### config.mk
export PLATFORM = sky130hd
export DESIGN_NAME = pattern_detector_param
export DESIGN_NICKNAME = d
export VERILOG_FILES = /design/src/rtl/pattern_detector_param.sv
export SDC_FILE = /design/constraint.sdc
export NUM_CORES = 1
export LEC_CHECK = 0
export BUFFER_PORTS_ARGS = -buffer_cell sky130_fd_sc_hd__buf_2
export CORE_MARGIN = 1.5
export CORE_UTILIZATION = 45
export DETAILED_ROUTE_END_ITERATION = 8
export PLACE_DENSITY = 0.77
export SKIP_CTS_REPAIR_TIMING = 1
export SYNTH_ARGS = -nofsm -noshare
export SYNTH_HDL_FRONTEND = slang
export SYNTH_SLANG_ARGS = --single-unit
### constraint.sdc
create_clock -name clk -period 3.33 [get_ports clk]
set_clock_uncertainty 0.1 [all_clocks]
set_input_delay 0.1665 -clock clk [delete_from_list [all_inputs] [get_ports clk]]
set_output_delay 0.1665 -clock clk [all_outputs]
set_load 0.005 [all_outputs]
### src/rtl/pattern_detector_param.sv
// Serial bit-stream pattern detector with a run-time programmable pattern of 1..PAT_WIDTH bits.
// It supports overlapping or non-overlapping detection and keeps a saturating match counter.
module pattern_detector_param #(
  parameter int PAT_WIDTH = 4,
  parameter int LEN_W     = 3,
  parameter int CNT_WIDTH = 8
) (
  input  logic                 clk,
  input  logic                 rst_n,
  input  logic                 cfg_we,
  input  logic [PAT_WIDTH-1:0] cfg_pattern,
  input  logic [LEN_W-1:0]     cfg_len,
  input  logic                 cfg_overlap,
  input  logic                 cnt_clr,
  input  logic                 in_valid,
  input  logic                 in_bit,
  output logic                 match,
  output logic [CNT_WIDTH-1:0] match_count,
  output logic [LEN_W-1:0]     active_len
);

  localparam logic [LEN_W-1:0] MAX_LEN = LEN_W'(PAT_WIDTH);

  logic [PAT_WIDTH-1:0] history_reg;
  logic [PAT_WIDTH-1:0] history_next;
  logic [PAT_WIDTH-1:0] pattern_reg;
  logic [PAT_WIDTH-1:0] len_mask;
  logic [LEN_W-1:0]     fill_reg;
  logic [LEN_W-1:0]     fill_next;
  logic [LEN_W-1:0]     len_reg;
  logic [LEN_W-1:0]     len_clamped;
  logic                 overlap_reg;
  logic                 match_reg;
  logic [CNT_WIDTH-1:0] count_reg;
  logic                 hit;

  // Only the newest len_reg history bits take part in the comparison.
  generate
    for (genvar gi = 0; gi < PAT_WIDTH; gi++) begin : g_mask
      assign len_mask[gi] = (len_reg > LEN_W'(gi));
    end
  endgenerate

  always_comb begin
    len_clamped = cfg_len;
    if (cfg_len == '0)
      len_clamped = LEN_W'(1);
    else if (cfg_len > MAX_LEN)
      len_clamped = MAX_LEN;
  end

  assign history_next = {history_reg[PAT_WIDTH-2:0], in_bit};
  assign fill_next    = (fill_reg >= len_reg) ? len_reg : fill_reg + LEN_W'(1);
  assign hit          = in_valid && !cfg_we && (fill_next == len_reg) &&
                        (((history_next ^ pattern_reg) & len_mask) == '0);

  always_ff @(posedge clk or negedge rst_n) begin
    if (!rst_n) begin
      history_reg <= '0;
      fill_reg    <= '0;
      pattern_reg <= '0;
      len_reg     <= MAX_LEN;
      overlap_reg <= 1'b1;
      match_reg   <= 1'b0;
      count_reg   <= '0;
    end else begin
      match_reg <= hit;
      if (cfg_we) begin
        pattern_reg <= cfg_pattern;
        len_reg     <= len_clamped;
        overlap_reg <= cfg_overlap;
        history_reg <= '0;
        fill_reg    <= '0;
      end else if (in_valid) begin
        history_reg <= history_next;
        // Non-overlapping mode restarts the fill so the next match needs fresh bits.
        fill_reg    <= (hit && !overlap_reg) ? '0 : fill_next;
      end
      if (cnt_clr)
        count_reg <= '0;
      else if (hit && (count_reg != '1))
        count_reg <= count_reg + CNT_WIDTH'(1);
    end
  end

  assign match       = match_reg;
  assign match_count = count_reg;
  assign active_len  = len_reg;

endmodule

==> out/metrics.csv <==
metric,value,unit
overall power,582.3,uW
Antenna Cells,0,
Placer Congestion,0.8312,
Worst R2R Setup Slack,1040,ps
Synth Instances,123,
vias in the first global route,943,
Clock transition at path regs,140,ps
hpwl dp,1817,um
Final Cycle Share,68.91,%
WL final,2531,um
CTS tree,yes,
layout cells sized above 1,27.27,%
Syn Area/Cell,10.32,sq um
status,"finished, final reports clean",
DRT iter0 DRCs,28,
max-cap violation count,0,
combinational power share,22.2,%
# DRC,0,
root buf cell,clkbuf_4,
Starting Density,46.86,%
Reg power frac,54.7,%
"Hold Vio Cnt, Final",0,
Synthesized Nets,142,
worst-skew pair later-pin latency,310,ps
Std-Cell Core Area,2710,sq um
Final ANT Viol Nets,0,
most frequent cells in the layout,"buf_2 (25), dfrtp_1 (21), o21ai_0 (10), a21oi_1 (9)",
GRT Total Usage,16.82,%
r2r startpoint,fill_reg[0],
worst hold stages,3,
Rows,19,
R2R Path End,match_count[7],
wire length of the first global-routing pass,4202,um
Hold Crit Class,in -> reg,
wire per inst,13.68,um
via/cell ratio,5.514,
crit path max fanout,13,
VDD IR max,0.2428,mV
CTS Buffer Depth,2,
Hold Crit Endpoint,active_len[2],
antenna violations before repair,0,
maximum clock rate,0.4358,GHz
CP Data Arrival Time,2450,ps
Total Neg Setup Slack,0,ps
"most common cell after layout, fill and taps aside",buf_2,
crit path kind,reg -> reg,
Min-Delay Startpoint,cfg_len[2],
DRT Pass-1 Iters,4,
Netlist cell types,34,
leak pwr,0.0007069,uW
Tightest Pin Transition,502.7,ps
"FF+latch count, synth",23,
"Top FF cell, synth",dfrtp_1,
number of flip-flops in the largest register,8,
asr flop ratio synth,100.0,%
Final Max Slew Viols,0,
post-route core utilization,55.22,%
Die ar.,3150,sq um
Buffers on Ports,25,
crit end category,register,
detailed-route via count,1020,
FILL cells,255,
cell count of the worst reg-to-reg path,7,
CP startpoint kind,register,
clk sinks,23,
# IOs,26,
Final #Nets,174,
WP data required,3480,ps
Slew HR,66.49,%
number of buffers created by CTS,3,
PD cells,389.1,nW/um^2
CTS H-tree depth,1,
gr ovfl total,0,
Internal,409.2,uW
largest net degree at the start of global routing,24,
P_sw,173.1,uW
die height,56.13,um
Die W,56.13,um
post-layout min period,2295,ps
sequential fraction of the synthesis area,45.52,%
switching share of power,29.73,%
setup violators final,0,
Clk pwr share,23.0,%
RSZ-0062 raised after global routing,no,
Area growth syn-to-layout,17.83,%
number of synthesized flops with an enable pin,0,
Synthesis Warnings,0,
synthesized cell area,1270,sq um
-- layer usage --
layer	up-vias	track usage, %	share of wire [%]
met3	6	3.256	2.9
met5	-	0	0
met1	498	19.88	41
met2	19	30.08	54
li1	497	-	-
met4	0	6.122	1.9
-- stage by stage --
stage                     worst slack, ps  area, sq um  hold slack, ps  std cells
after CTS                            1043         1426          -295.9        178
after detailed placement             1055         1396           65.93        174
after global placement               1160         1396           61.98        174
final                                1035         1496           1.426        185
after floorplan                      1291         1270          -229.1        123
after global routing                841.9         1496           18.81        185
-- worst max-delay path: stages (launching register included) --
cell     delay (ps)
dfrtp_1         450
ha_1            350
xor2_1          150
nor2_1          120
a221o_1         180
nand3_2         200
or4_1           530
a21oi_1         150
-- synthesized netlist by cell type, drive strengths merged, types with 2 or more instances --
library cell | n | area (sq um)
nand2 | 8 | 30.03
inv | 6 | 22.52
ha | 5 | 62.56
buf | 4 | 33.78
nand3 | 5 | 30.03
nand3b | 2 | 15.01
nor2 | 8 | 30.03
or4 | 2 | 15.01
o31ai | 2 | 15.01
o211ai | 2 | 15.01
mux2i | 6 | 60.06
mux2 | 6 | 67.56
nand2b | 2 | 12.51
xnor2 | 5 | 43.79
xor2 | 4 | 35.03
dfrtp | 21 | 525.5
a21oi | 9 | 45.04
o21ai | 11 | 58.81
dfstp | 2 | 52.55
or3 | 3 | 18.77
-- final cells by class --
type / instances / area, sq um / area share [%]
clock buffer: 3 / 22.52 / 1.505
clock inverter: 1 / 7.507 / 0.5017
inverter: 6 / 22.52 / 1.505
multi-input combinational: 89 / 631.9 / 42.22
sequential: 23 / 578.1 / 38.63
tap: 31 / 38.79 / 2.592
timing repair buffer: 32 / 195.2 / 13.04
-- cells by family after synthesis --
logic type                 share of synthesized area, %
and+or+nand+nor                                   15.17
AOI/OAI and AO/OA                                 13.40
DFF                                               45.52
muxes                                             10.05
buffers and inverters                             4.728
xor gates and xnor gates                          6.206
adders and majority gates                         4.926
-- worst max path at each step --
| stage | startpoint | end | slack [ps] | cells after the start |
|---|---|---|---|---|
| finish | fill_reg[0] | match_count[7] | 1040 | 7 |
| global route | fill_reg[0] | match_count[7] | 840 | 7 |
| CTS | fill_reg[0] | match_count[7] | 1040 | 7 |
| detailed placement | fill_reg[0] | match_count[7] | 1050 | 7 |
| global placement | fill_reg[0] | match_count[5] | 1160 | 7 |
| floorplan | active_len[0] | match_count[1] | 1290 | 8 |
-- power groups by stage --
stage | Combinational (uW) | Sequential (uW) | Clock (uW)
floorplan | 92.7 | 320 | 0
global placement | 117 | 322 | 0
detailed placement | 123 | 324 | 0
CTS | 124 | 319 | 138
global route | 146 | 322 | 151
finish | 130 | 319 | 134
Power figures use the tool's default switching activity.
